===== config.mk =====
export PLATFORM = sky130hd
export DESIGN_NAME = uart_rx_flat
export DESIGN_NICKNAME = d
export VERILOG_FILES = /design/src/rtl/uart_pkg.sv /design/src/rtl/uart_rx_if.sv /design/src/rtl/uart_rx_sync.sv /design/src/rtl/uart_rx.sv /design/src/flat_wrapper.sv
export SDC_FILE = /design/constraint.sdc
export NUM_CORES = 1
export LEC_CHECK = 0
export CORE_MARGIN = 5
export CORE_UTILIZATION = 37
export DETAILED_ROUTE_END_ITERATION = 7
export DONT_BUFFER_PORTS = 1
export HOLD_SLACK_MARGIN = 0.06
export PLACE_DENSITY_LB_ADDON = 0.15
export SYNTH_ARGS = -nofsm -noshare
export SYNTH_HDL_FRONTEND = slang
export SYNTH_HIERARCHICAL = 1
export SYNTH_SLANG_ARGS = --single-unit

===== constraint.sdc =====
create_clock -name pll_clk -period 3.8 [get_ports pll_clk]
set_input_delay 0.38 -clock pll_clk [delete_from_list [all_inputs] [get_ports pll_clk]]
set_output_delay 0.38 -clock pll_clk [all_outputs]
set_load 0.01 [all_outputs]

===== src/rtl/uart_pkg.sv =====
// uart_pkg: frame format, oversampling constants and FSM states shared by the UART transmitter and receiver
package uart_pkg;
  typedef enum logic [1:0] {IDLE, START, DATA, STOP} uart_state_e;
  localparam int UART_OVERSAMPLE = 16;
  localparam int UART_SAMPLE_POINT = 7;
  localparam int UART_DATA_BITS = 8;
endpackage


===== src/rtl/uart_rx_if.sv =====
// uart_rx_if: write port from the UART receiver into its downstream receive FIFO
interface uart_rx_if;
  import uart_pkg::*;
  logic par_wr;
  logic [UART_DATA_BITS-1:0] par_wr_data;
  logic fifo_full;
  modport master (output par_wr, par_wr_data, input fifo_full);
  modport slave (input par_wr, par_wr_data, output fifo_full);
endinterface


===== src/rtl/uart_rx_sync.sv =====
// uart_rx_sync: two-flop synchroniser for ser_rx plus a falling-edge detector, all flops resetting to idle-high
module uart_rx_sync (
  input  logic pll_clk,
  input  logic reset_n,
  input  logic ser_rx,
  output logic rx_s,
  output logic rx_fall
);
  logic meta;
  logic rx_s_d;
  always_ff @(posedge pll_clk or negedge reset_n)
    if (!reset_n) {meta, rx_s, rx_s_d} <= '1;
    else {meta, rx_s, rx_s_d} <= {ser_rx, meta, rx_s};
  // a real edge is needed, so a line held low (break) cannot retrigger
  assign rx_fall = rx_s_d & ~rx_s;
endmodule


===== src/rtl/uart_rx.sv =====
// uart_rx: 8N1 oversampling UART receiver that writes good bytes to a FIFO and flags framing and overrun errors
module uart_rx
  import uart_pkg::*;
#(
  parameter int OVERSAMPLE = UART_OVERSAMPLE,
  parameter int SAMPLE_POINT = UART_SAMPLE_POINT
) (
  input  logic      pll_clk,
  input  logic      reset_n,
  input  logic      ser_rx,
  uart_rx_if.master fifo,
  output logic      frame_err,
  output logic      overrun,
  output logic      rx_busy
);
  localparam int CW = $clog2(OVERSAMPLE);
  localparam logic [CW-1:0] SP = CW'(SAMPLE_POINT);
  localparam logic [CW-1:0] LAST = CW'(OVERSAMPLE - 1);
  localparam logic [2:0] LAST_BIT = 3'(UART_DATA_BITS - 1);
  localparam logic [1:0] S_IDLE = 2'(IDLE);
  localparam logic [1:0] S_START = 2'(START);
  localparam logic [1:0] S_DATA = 2'(DATA);
  localparam logic [1:0] S_STOP = 2'(STOP);
  logic rx_s;
  logic rx_fall;
  logic [1:0] state;
  logic [CW-1:0] cnt;
  logic [2:0] bit_cnt;
  logic [UART_DATA_BITS-1:0] shreg;
  logic mid;
  logic last;
  logic good;
  uart_rx_sync u_sync (
    .pll_clk (pll_clk),
    .reset_n (reset_n),
    .ser_rx  (ser_rx),
    .rx_s    (rx_s),
    .rx_fall (rx_fall)
  );
  assign mid = cnt == SP;
  assign last = cnt == LAST;
  assign good = rx_s & ~fifo.fifo_full;
  assign rx_busy = state != S_IDLE;
  // cnt wraps to zero at LAST because OVERSAMPLE is a power of two, which clears it on START->DATA and DATA->STOP
  always_ff @(posedge pll_clk or negedge reset_n)
    if (!reset_n) begin
      state <= S_IDLE;
      cnt <= '0;
      bit_cnt <= '0;
      shreg <= '0;
      fifo.par_wr <= 1'b0;
      fifo.par_wr_data <= '0;
      frame_err <= 1'b0;
      overrun <= 1'b0;
    end else begin
      fifo.par_wr <= 1'b0;
      frame_err <= 1'b0;
      overrun <= 1'b0;
      cnt <= cnt + 1'b1;
      case (state)
        S_IDLE: begin
          cnt <= '0;
          if (rx_fall) state <= S_START;
        end
        S_START:
          if (mid && rx_s) begin
            state <= S_IDLE;
            cnt <= '0;
          end else if (last) begin
            state <= S_DATA;
            bit_cnt <= '0;
          end
        S_DATA: begin
          if (mid) shreg <= {rx_s, shreg[UART_DATA_BITS-1:1]};
          if (last) begin
            bit_cnt <= bit_cnt + 3'd1;
            if (bit_cnt == LAST_BIT) state <= S_STOP;
          end
        end
        S_STOP:
          // leave mid stop bit so a back-to-back start edge is not missed
          if (mid) begin
            state <= S_IDLE;
            cnt <= '0;
            fifo.par_wr <= good;
            overrun <= rx_s & fifo.fifo_full;
            frame_err <= ~rx_s;
            if (good) fifo.par_wr_data <= shreg;
          end
        default: state <= S_IDLE;
      endcase
    end
endmodule


===== src/flat_wrapper.sv =====
// flat-port wrapper written by rule: the top's interface ports become plain ports
module uart_rx_flat import uart_pkg::*;
#(
  parameter int OVERSAMPLE = UART_OVERSAMPLE,
  parameter int SAMPLE_POINT = UART_SAMPLE_POINT
)
  (pll_clk, reset_n, ser_rx, frame_err, overrun, rx_busy, fifo_par_wr, fifo_par_wr_data, fifo_fifo_full);
  uart_rx_if fifo_i ();
  input  logic pll_clk;
  input  logic reset_n;
  input  logic ser_rx;
  output logic frame_err;
  output logic overrun;
  output logic rx_busy;
  output wire logic [$bits(fifo_i.par_wr)-1:0] fifo_par_wr;
  output wire logic [$bits(fifo_i.par_wr_data)-1:0] fifo_par_wr_data;
  input wire logic [$bits(fifo_i.fifo_full)-1:0] fifo_fifo_full;
  assign fifo_par_wr = fifo_i.par_wr;
  assign fifo_par_wr_data = fifo_i.par_wr_data;
  assign fifo_i.fifo_full = fifo_fifo_full;
  uart_rx #(.OVERSAMPLE(OVERSAMPLE), .SAMPLE_POINT(SAMPLE_POINT)) u_core (.pll_clk(pll_clk), .reset_n(reset_n), .ser_rx(ser_rx), .fifo(fifo_i), .frame_err(frame_err), .overrun(overrun), .rx_busy(rx_busy));
endmodule

Yosys cells after proc, flatten, opt, wreduce, memory -nomap -nowiden

Cells that the tools add are included.

Flip-flop bits (word level): 31
Bits of input ports: 4
Output and inout bits: 12
Logic and storage cells: 59

$add $sub $neg: 2
Equal/unequal tests: 13
Multiplexer cells: 20
Bitwise gates (word level): 5
Reductions and logical operators: 8

Operators with widths:

| cell                  | number |
|---|---|
| $mux W2               | 6 |
| $pmux W4 S3           | 1 |
| $ne A2 B1 Y1 const B  | 5 |
| $mux W3               | 3 |
| $mux W4               | 2 |
| $pmux W2 S4           | 1 |
| $mux W1               | 6 |
| $pmux W3 S2           | 1 |
| $reduce_and A5 Y1     | 1 |
| $add A4 B1 Y4 const B | 1 |
| $eq A2 B2 Y1 const B  | 2 |
| $eq A4 B3 Y1 const B  | 1 |
| $eq A4 B4 Y1 const B  | 1 |
| $reduce_and A4 Y1     | 1 |
| $reduce_bool A2 Y1    | 2 |
| $add A3 B1 Y3 const B | 1 |
| $and A1 B1 Y1         | 3 |
| $eq A3 B3 Y1 const B  | 1 |
| $ne A3 B1 Y1 const B  | 1 |
| $reduce_and A3 Y1     | 1 |
| $eq A2 B1 Y1 const B  | 1 |
| $logic_not A2 Y1      | 1 |
| $ne A2 B2 Y1 const B  | 1 |
| $not A1 Y1            | 2 |
| 2 further kinds       | 2 |

Depth between registers and ports, before layout

Gate-level depths: netlist (run 1).

Depth in word-level cells: 4
Mapped depth: 5
Gate-level depth less buffers: 5

By module

Netlist (run 1), hierarchy kept.

By module, submodules not included:

| module       | times used | cells each | area an instance (sq um) | seq. area each (sq um) |
|---|---|---|---|---|
| uart_rx      | 1          | 88         | 1181.1                   | 700.7 |
| uart_rx_sync | 1          | 4          | 92.6                     | 78.8 |

Worst setup path after synthesis (run 1)

Ideal clock, no wire load.

Path kind: register to register
Start point: register u_core.cnt[0]
End point: register u_core.fifo.par_wr_data[0]
Library setup time: 0.125 ns
Data arrival time: 1.607 ns
Required time: 3.675 ns
Path slack: 2.068 ns
Stages on the path, launching flop included: 5
Buffers on the path: 0
Period minus slack after synthesis: 1.732 ns
Path through: dfrtp_1 ha_1 nand3b_4 nor4b_4 mux2_2

Cells in the longest elaborated chain, start to end: 2

RTL lines:

| element                     | line            | source |
|---|---|---|
| start: declaration          | uart_rx.sv:27   | `logic [CW-1:0] cnt;` |
| start signal: assignment    | uart_rx.sv:59   | `cnt <= cnt + 1'b1;` |
| $eq A4 B3 Y1                | uart_rx.sv:40   | `assign mid = cnt == SP;` |
| $reduce_and A3 Y1 (no line) | n/a             |  |
| end signal: assignment      | uart_rx.sv:88   | `if (good) fifo.par_wr_data <= shreg;` |
| end: declaration            | uart_rx_if.sv:7 | `modport master (output par_wr, par_wr_data, input fifo_full);` |

No other way between the ends.
A chain may end at the register's enable or synchronous reset.

Final worst setup path (run 1)

Start point: register u_core.cnt[0]
End point: register u_core.fifo.par_wr_data[7]

The elaborated chain is that of the path after synthesis.

==> results of run 1 <==
==> power by group <==
group          total (W)  switching [W]  internal, W
clock           0.000265       0.000109     0.000155
sequential      0.000424      0.0000564     0.000367
combinational   0.000130      0.0000686    0.0000615
total           0.000819       0.000234     0.000584
==> registers in the layout (all words and copies together) (netlist names), named ones only <==
signal                   flops
u_core/fifo.par_wr_data      8
u_core/shreg                 8
u_core/cnt                   4
u_core/bit_cnt               3
u_core/fifo.par_wr           1
u_core/frame_err             1
u_core/overrun               1
u_core/state                 1
u_core/u_sync/meta           1
u_core/u_sync/rx_s           1
u_core/u_sync/rx_s_d         1
==> logic make-up (layout without fill, tap and decap cells) <==
logic type	after synthesis	in the layout	synth area share
simple gates	23	23	0.118
mux	18	18	0.159
xor+xnor	2	2	0.0138
fa+ha+maj	3	3	0.0295
compound gates	10	10	0.0531
buf+inv	5	14	0.0147
flops	31	31	0.612
==> final timing paths <==
check	end	startpoint	slack, ns
max	u_core/fifo.par_wr_data[7]	u_core/cnt[0]	1.84
min	u_core/fifo.par_wr	fifo_fifo_full	0.17
max reg2reg	u_core/fifo.par_wr_data[7]	u_core/cnt[0]	1.84
min reg2reg	u_core/u_sync/rx_s	u_core/u_sync/meta	0.36
max in group asynchronous	u_core/u_sync/meta	reset_n	3.04
min in group asynchronous	u_core/frame_err	reset_n	0.51
==> layout make-up <==
class / instances / area, um^2
fill: 326 / 1890
sequential: 31 / 779
multi-input combinational: 56 / 475
tap: 46 / 57.6
clock buffer: 6 / 51.3
timing repair buffer: 3 / 40.0
clock inverter: 2 / 35.0
inverter: 3 / 11.3
==> what timing repair did <==
| action | 4_1_cts | 5_1_grt |
|---|---|---|
| resized for setup | 0 | 0 |
| setup buffers | 0 | 0 |
| hold buffers | 3 | 0 |
| hold endpoints to repair | 32 | 0 |
==> layout by cell type (no fill, tap or decap), drive strengths merged, types with 2 or more instances in the layout <==
cell type	netlist	final
clkbuf	2	6
dfrtp	28	28
dfstp	3	3
dlygate4sd3	0	2
ha	3	3
inv	3	3
mux2	18	18
nand2	4	4
nand3	6	6
nor2	6	6
nor2b	2	2
nor3	2	2
o21ai	4	4
o311ai	3	3
==> critical path, stage by stage (launching register included) <==
cell,delay [ns]
dfrtp_1,0.39
ha_1,0.31
nand3b_4,0.14
nor4b_4,0.61
mux2_2,0.40
==> through the flow <==
stage	setup slack (ns)	cell area (um^2)	instances	hold slack (ns)	utilization
5_1_grt	1.72	1450	147	0.149	0.435
6_report	1.84	1450	147	0.174	0.435
3_5_place_dp	1.84	1320	136	0.0855	0.397
2_1_floorplan	2.07	1270	92	0.0844	-
4_1_cts	1.83	1450	147	0.154	0.435
3_3_place_gp	1.88	1320	136	0.0854	0.397
==> metal layers <==
metal | vias up | share of wire | track usage
li1 | 345 | - | -
met1 | 359 | 0.47 | 0.141
met2 | 12 | 0.46 | 0.139
met3 | 2 | 0.055 | 0.0405
met4 | 0 | 0.0067 | 0.0596
met5 | - | 0 | 0
==> impl_metrics.yaml, run 1 <==
die:
  core-area_um2: 3340
  initial_core_util: 0.382
  ioPinCount: 16
  rows: 21
  chipHeight_um: 68.7
  die_area_um2: 4720
  die_w_um: 68.7
synth:
  ys_types: 23
  netlist_area_um2: 1270
  synth.largest_area_cell: "dfrtp_1"
  synth.most_common_cell: "dfrtp_1"
  synth_cells: 92
  syn_nets: 99
  yosysWarnings: 6
  yosysTopAreaCellShare: 0.550
  seq_area_frac_synth: 0.612
  synth.area.top_cells: "dfrtp_1 (55%), mux2_2 (16%), dfstp_2 (6.2%)"
  ys_ff_latch: 31
  synth_area_per_cell_um2: 13.8
  async_flop_share: 1.00
  synthTopCellsByCount: "dfrtp_1 (28), mux2_2 (18), nand3_1 (6)"
  synth_edf_count: 0
  synth_flop_cell: "dfrtp_1"
timing:
  skew_ns: 0.00628
  tns_ns: 0
  drv_slew: 0
  finalHoldViolations: 0
  rsz0062_at_grt: "false"
  slew_headroom: 0.578
  layout_min_cycle_time_ns: 1.96
  timing.final.crit_share: 0.515
  worst_pin_slew_ns: 0.631
  setup_viol: 0
  timing.fmax_mhz: 511
clock_tree:
  clkTransAtPathRegs_ns: 0.10
  cts_tree: "yes"
  clk_latency_ns: 0.31
  cts_inserted_buffers: 5
  numClockSinks: 31
  root_buffer: "clkbuf_4"
  h-tree-depth: 2
  clk_path_buf_depth: 2
setup_path:
  endpoint_kind: "register"
  worst-path-max-fanout: 9
  arrival_ns: 2.16
  reg2reg_depth: 4
  start_kind: "register"
  crit_type: "register to register"
  required_ns: 4.00
pwr:
  peakVddDrop_v: 0.000236
  leakage_nw: 0.691
  cellPowerDensity_nw_per_um2: 564
  p_total_w: 0.000819
layout:
  drive_above_1_share: 0.337
  area_growth_pct: 13.9
  nets: 107
  diodes: 0
global_route:
  grt_max_degree: 32
  grt_pass1_vias: 736
  grt_remaining_overflow: 0
  antenna_found_initial: 0
  grt_pass1_wl_um: 3520
  grtUsageTotal: 0.104
placement:
  hpwlAfterDp_um: 1430
  portBuffers: 0
  gp_congestion: 0.650
drt:
  postRouteAntennaNets: 0
  vias: 718
  route.detailed.drc: 0
  drt_first_pass_iters: 4
  routed_wl_um: 2080
  wl_per_cell_um: 14.2
  viasPerCell: 4.88
  drt_iter0_drc: 15
status:
  status: "completed"
worst_hold_path:
  hold_class: "input port to register"
  hold_depth: 1
run:
  cap_violations: 0
No activity file was read; power rests on OpenSTA's default activity.
==> run 2: changes to the inputs <==
--- a/config.mk
+++ b/config.mk
@@ -5,6 +5,7 @@
 export SDC_FILE = /design/constraint.sdc
 export NUM_CORES = 1
 export LEC_CHECK = 0
+export ABC_AREA = 1
 export CORE_MARGIN = 5
 export CORE_UTILIZATION = 37
 export DETAILED_ROUTE_END_ITERATION = 7
==> constraint.sdc (replaced) <==
create_clock -name pll_clk -period 1.9 [get_ports pll_clk]
set_input_delay 0.19 -clock pll_clk [delete_from_list [all_inputs] [get_ports pll_clk]]
set_output_delay 0.19 -clock pll_clk [all_outputs]
set_load 0.01 [all_outputs]
==> impl_metrics.yaml, run 2 <==
status:
  status: "completed"
synth:
  yosysWarnings: 6
  synth_edf_count: 0
  synth.area.top_cells: "dfrtp_1 (52%), nand2_1 (9.2%), dfstp_2 (5.9%)"
  ys_ff_latch: 31
  async_flop_share: 1.00
  synth.largest_area_cell: "dfrtp_1"
  yosysTopAreaCellShare: 0.520
  synth_area_per_cell_um2: 9.83
  syn_nets: 144
  synth.most_common_cell: "nand2_1"
  netlist_area_um2: 1350
  seq_area_frac_synth: 0.579
  ys_types: 24
  synthTopCellsByCount: "nand2_1 (33), dfrtp_1 (28), inv_1 (21)"
  synth_flop_cell: "dfrtp_1"
  synth_cells: 137
setup_path:
  required_ns: 2.06
  endpoint_kind: "register"
  reg2reg_depth: 5
  reg2reg_to: "u_core/shreg[7]"
  crit_type: "register to register"
  r2r_slack_ns: 0.44
  worst-path-max-fanout: 15
  start_kind: "register"
  r2r-start: "u_core/cnt[0]"
  arrival_ns: 1.62
die:
  initial_core_util: 0.373
  core-area_um2: 3610
  rows: 22
  die_w_um: 70.3
  ioPinCount: 16
  chipHeight_um: 70.3
  die_area_um2: 4940
worst_hold_path:
  hold_class: "input port to register"
  holdPathEnd: "u_core/overrun"
  hold_depth: 2
  worstHoldStart: "fifo_fifo_full"
timing:
  timing.fmax_mhz: 686
  layout_min_cycle_time_ns: 1.46
  tns_ns: 0
  skew_ns: 0.00475
  fin_ws_ns: 0.443
  rsz0062_at_grt: "false"
  setup_viol: 0
  slew_headroom: 0.782
  timing.final.crit_share: 0.767
  drv_slew: 0
  worst_pin_slew_ns: 0.326
  finalHoldViolations: 0
pwr:
  leakage_nw: 0.763
  cellPowerDensity_nw_per_um2: 1120
  peakVddDrop_v: 0.000462
clock_tree:
  cts_inserted_buffers: 5
  h-tree-depth: 2
  cts_tree: "yes"
  clkTransAtPathRegs_ns: 0.06
  numClockSinks: 31
  clk_path_buf_depth: 2
  root_buffer: "clkbuf_8"
  clk_latency_ns: 0.27
layout:
  final_common_cell: "nand2_1"
  top_regs: "u_core/fifo.par_wr_data x8, u_core/shreg x8, u_core/cnt x4"
  nFillCells: 361
  multi_input_area_um2: 465
  area_growth_pct: 12.3
  final_cell_mix: "nand2_1 (33), dfrtp_1 (28), inv_1 (21), nor2_1 (8), o21ai_2 (7)"
  nets: 152
  drive_above_1_share: 0.193
  diodes: 0
  register_area_um2: 779
global_route:
  grtUsageTotal: 0.104
  grt_pass1_vias: 856
  grt_pass1_wl_um: 4020
  antenna_found_initial: 0
  grt_max_degree: 32
  grt_remaining_overflow: 0
drt:
  vias: 881
  postRouteAntennaNets: 0
  routed-wl-met2_um: 971
  wl_per_cell_um: 11.3
  route.detailed.drc: 0
  routed_wl_um: 2190
  m1WireLength_um: 1030
  drt_iter0_drc: 74
  drt_first_pass_iters: 4
  top_layer_used: "met4"
  viasPerCell: 4.56
  met3RoutedLength_um: 172
placement:
  gp_congestion: 0.776
  preCtsSetupSlack_ns: 0.437
  hpwlAfterDp_um: 1530
  portBuffers: 0
run:
  cap_violations: 0
-- run 2: changes by cell type after synthesis, moves of 3 or more --
cell      change
o21ai_2       +7
mux2_2       -17
o311ai_0      -3
nand2_1      +29
nor2_1        +3
inv_1        +18
-- run 2: final cells by class --
cell class	instances	share of cell area
Multi-Input combinational cell	83	0.308
Tap cell	48	0.0397
Timing Repair Buffer	3	0.0265
Sequential cell	31	0.516
Inverter	21	0.0522
Clock buffer	6	0.0546
Clock inverter	1	0.00331
-- run 2: worst max-delay path by stage --
stage | startpoint | to | slack (ns)
5_1_grt | u_core/cnt[0] | u_core/cnt[0] | 0.37
3_5_place_dp | u_core/cnt[0] | u_core/shreg[7] | 0.44
4_1_cts | u_core/cnt[0] | u_core/shreg[7] | 0.43
6_report | u_core/cnt[0] | u_core/shreg[7] | 0.44
3_3_place_gp | u_core/cnt[0] | u_core/shreg[7] | 0.47
2_1_floorplan | u_core/cnt[0] | u_core/fifo.par_wr_data[3] | 0.55
-- run 2: per-layer routing --
layer  vias up  track usage
met1       407        0.133
met3         2       0.0504
li1        444            -
met2        28        0.148
met5         -            0
met4         0       0.0447
-- run 2: kinds of logic after synthesis --
family / Yosys count / synth area share
XOR/XNOR: 1 / 0.00651
multiplexers: 1 / 0.00836
flip-flops: 31 / 0.579
buffers and inverters: 23 / 0.0753
adder cells (fa/ha/maj): 3 / 0.0279
AO/OA/AOI/OAI: 18 / 0.0901
AND/OR/NAND/NOR: 60 / 0.213
-- run 2: per-stage QoR --
stage	instance area, um^2	instances	hold slack [ns]	total power, W	util
floorplan	1350	137	-0.106	0.00110	-
global placement	1380	183	-0.105	0.00117	0.384
detailed placement	1380	183	-0.104	0.00118	0.384
CTS	1510	193	0.106	0.00173	0.419
global route	1510	193	0.120	0.00183	0.419
finish	1510	193	0.118	0.00169	0.419
-- run 2: timing repair --
action	CTS	global route
buffers inserted	0	0
hold buffers	3	0
endpoints found under the hold margin	32	0
resized for setup	0	0
-- run 2: report_power, final --
group          internal [W]  leakage [nW]  switching (W)
sequential         0.000734         0.415      0.0000636
combinational      0.000129         0.301       0.000259
clock              0.000283        0.0470       0.000223
total               0.00115         0.763       0.000545
-- run 2: critical path: stages, from the launching register on --
cell,delay (ns)
dfrtp_1,0.39
ha_1,0.22
nand2_2,0.11
nor2_4,0.06
nand2_2,0.20
mux2_2,0.36
==> run 3: changes to the inputs <==
--- a/config.mk
+++ b/config.mk
@@ -5,7 +5,7 @@
 export SDC_FILE = /design/constraint.sdc
 export NUM_CORES = 1
 export LEC_CHECK = 0
-export ABC_AREA = 1
+export ABC_AREA = 0
 export CORE_MARGIN = 5
 export CORE_UTILIZATION = 37
 export DETAILED_ROUTE_END_ITERATION = 7
==> constraint.sdc (replaced) <==
create_clock -name pll_clk -period 1.2 [get_ports pll_clk]
set_input_delay 0.12 -clock pll_clk [delete_from_list [all_inputs] [get_ports pll_clk]]
set_output_delay 0.12 -clock pll_clk [all_outputs]
set_load 0.01 [all_outputs]
==> impl_metrics.yaml, run 3 (synthesis results as in run 1) <==
status:
  status: "finished, violations left"
  violations: "negative hold slack, negative setup slack"
drt:
  routed_wl_um: 2510
  drt_iter0_drc: 33
  wl_per_cell_um: 14.8
  viasPerCell: 4.86
  route.detailed.drc: 0
  vias: 821
  drt_first_pass_iters: 6
  postRouteAntennaNets: 0
die:
  die_area_um2: 4720
  initial_core_util: 0.382
  chipHeight_um: 68.7
  rows: 21
  ioPinCount: 16
  die_w_um: 68.7
  core-area_um2: 3340
setup_path:
  crit_type: "register to register"
  start_kind: "register"
  crit_chain: "ha_4 > nand3b_4 > nor4b_4 > buf_6 > mux2_4"
  crit_path_max_incr_delay_ns: 0.39
  arrival_ns: 1.74
  endpoint_kind: "register"
  worst-path-max-fanout: 6
  cp_slowest_cell: "dfrtp_1"
  required_ns: 1.39
placement:
  preCtsSetupSlack_ns: -0.406
  portBuffers: 0
  dpl.cell_count: 153
  postPlaceCellArea_um2: 1490
  hpwlAfterDp_um: 1600
  gp_congestion: 0.718
layout:
  final_common_cell: "dfrtp_1"
  final_util: 0.530
  drive_above_1_share: 0.561
  area_growth_pct: 38.8
  stdcell_count: 169
  final_cell_area_um2: 1770
  nets: 129
  diodes: 0
  top_regs: "u_core/fifo.par_wr_data x8, u_core/shreg x8, u_core/cnt x4"
  final_cell_mix: "dfrtp_1 (28), buf_4 (16), mux2_2 (11), mux2_4 (7), clkbuf_4 (5)"
  nFillCells: 301
pwr:
  cellPowerDensity_nw_per_um2: 1680
  leakage_nw: 0.807
  peakVddDrop_v: 0.000733
worst_hold_path:
  hold_class: "input port to register"
timing:
  fin_ws_ns: -0.343
  skew_ns: 0.0134
  rsz0062_at_grt: "true"
  drv_slew: 0
  setup_viol: 21
  finalHoldViolations: 1
  layout_min_cycle_time_ns: 1.54
  timing.final.crit_share: 1.29
  timing.fmax_mhz: 648
  slew_headroom: 0.846
  worst_pin_slew_ns: 0.227
  hold_ws_ns: -0.0743
clock_tree:
  clk_path_buf_depth: 2
  clkTransAtPathRegs_ns: 0.09
  cts_inserted_buffers: 5
  clk_latency_ns: 0.31
  cts_tree: "yes"
  numClockSinks: 31
  root_buffer: "clkbuf_4"
  h-tree-depth: 2
  hold_buffers: 3
global_route:
  antenna_found_initial: 0
  grtUsageTotal: 0.126
  grt_max_degree: 32
  grt_remaining_overflow: 0
  grt_pass1_vias: 857
  grt_pass1_wl_um: 4260
run:
  cap_violations: 0
[run 3: cell types whose count changed in the layout (fill, tap and decap cells not counted), moves of 3 or more]
| cell | previous run | this run |
|---|---|---|
| mux2_2 | 1 | 11 |
| o21ai_2 | 7 | 3 |
| mux2_4 | 0 | 7 |
| nand2_1 | 33 | 4 |
| inv_1 | 21 | 1 |
| clkbuf_4 | 0 | 5 |
| buf_6 | 0 | 4 |
| clkbuf_8 | 6 | 0 |
| ha_1 | 3 | 0 |
| clkbuf_1 | 0 | 3 |
| nor2_1 | 8 | 4 |
| buf_4 | 0 | 16 |
| o21ai_0 | 6 | 0 |
[run 3: layout make-up]
cell class                      instances  area [um^2]  area share
Clock buffer                            8         48.8      0.0276
Inverter                                3         11.3     0.00637
Multi-Input combinational cell         56          626       0.354
Tap cell                               46         57.6      0.0326
Sequential cell                        31          779       0.441
Timing Repair Buffer                   25          245       0.139
[run 3: path summary, 6_finish.rpt]
check | start | endpoint | slack, ns | cells after the start
hold / removal | fifo_fifo_full | u_core/overrun | -0.07 | 2
max in group asynchronous | reset_n | u_core/u_sync/rx_s | 0.71 | 2
setup reg to reg | u_core/cnt[1] | u_core/fifo.par_wr_data[4] | -0.34 | 5
min in group asynchronous | reset_n | u_core/bit_cnt[2] | 0.24 | 2
setup / recovery | u_core/cnt[1] | u_core/fifo.par_wr_data[4] | -0.34 | 5
hold reg to reg | u_core/u_sync/meta | u_core/u_sync/rx_s | 0.36 | 0
[run 3: per-layer routing]
| metal | global-route usage | part of all wire | vias to the layer above |
|---|---|---|---|
| met5 | 0 | 0 | - |
| met3 | 0.0421 | 0.045 | 4 |
| met1 | 0.165 | 0.44 | 413 |
| li1 | - | - | 389 |
| met4 | 0.0521 | 0.011 | 0 |
| met2 | 0.190 | 0.50 | 15 |
[run 3: what timing repair did]
| item | in CTS | in global routing |
|---|---|---|
| resized for setup | 25 | 13 |
| setup endpoints to repair | 27 | 26 |
| buffers inserted | 3 | 2 |
| pin swaps | 7 | 3 |
| hold endpoints to repair | 34 | 2 |
[run 3: worst max-delay path: cells and delay by family (launching register included)]
kind | cells | cell delay [ns]
adder cells (fa/ha/maj) | 1 | 0.16
buffers and inverters | 1 | 0.18
flip-flops | 1 | 0.39
multiplexers | 1 | 0.31
AND/OR/NAND/NOR | 2 | 0.39
[run 3: report_power, final]
part,internal [W],leakage (nW),switching [W]
registers,0.00116,0.413,0.0000877
clock network,0.000233,0.0265,0.000311
logic,0.000600,0.368,0.000573
[run 3: per-stage QoR]
step	power, W	TNS (ns)
2_1_floorplan	0.00173	-6.41
3_3_place_gp	0.00202	-5.56
3_5_place_dp	0.00203	-6.39
4_1_cts	0.00285	-5.41
5_1_grt	0.00318	-6.96
6_report	0.00297	-5.30
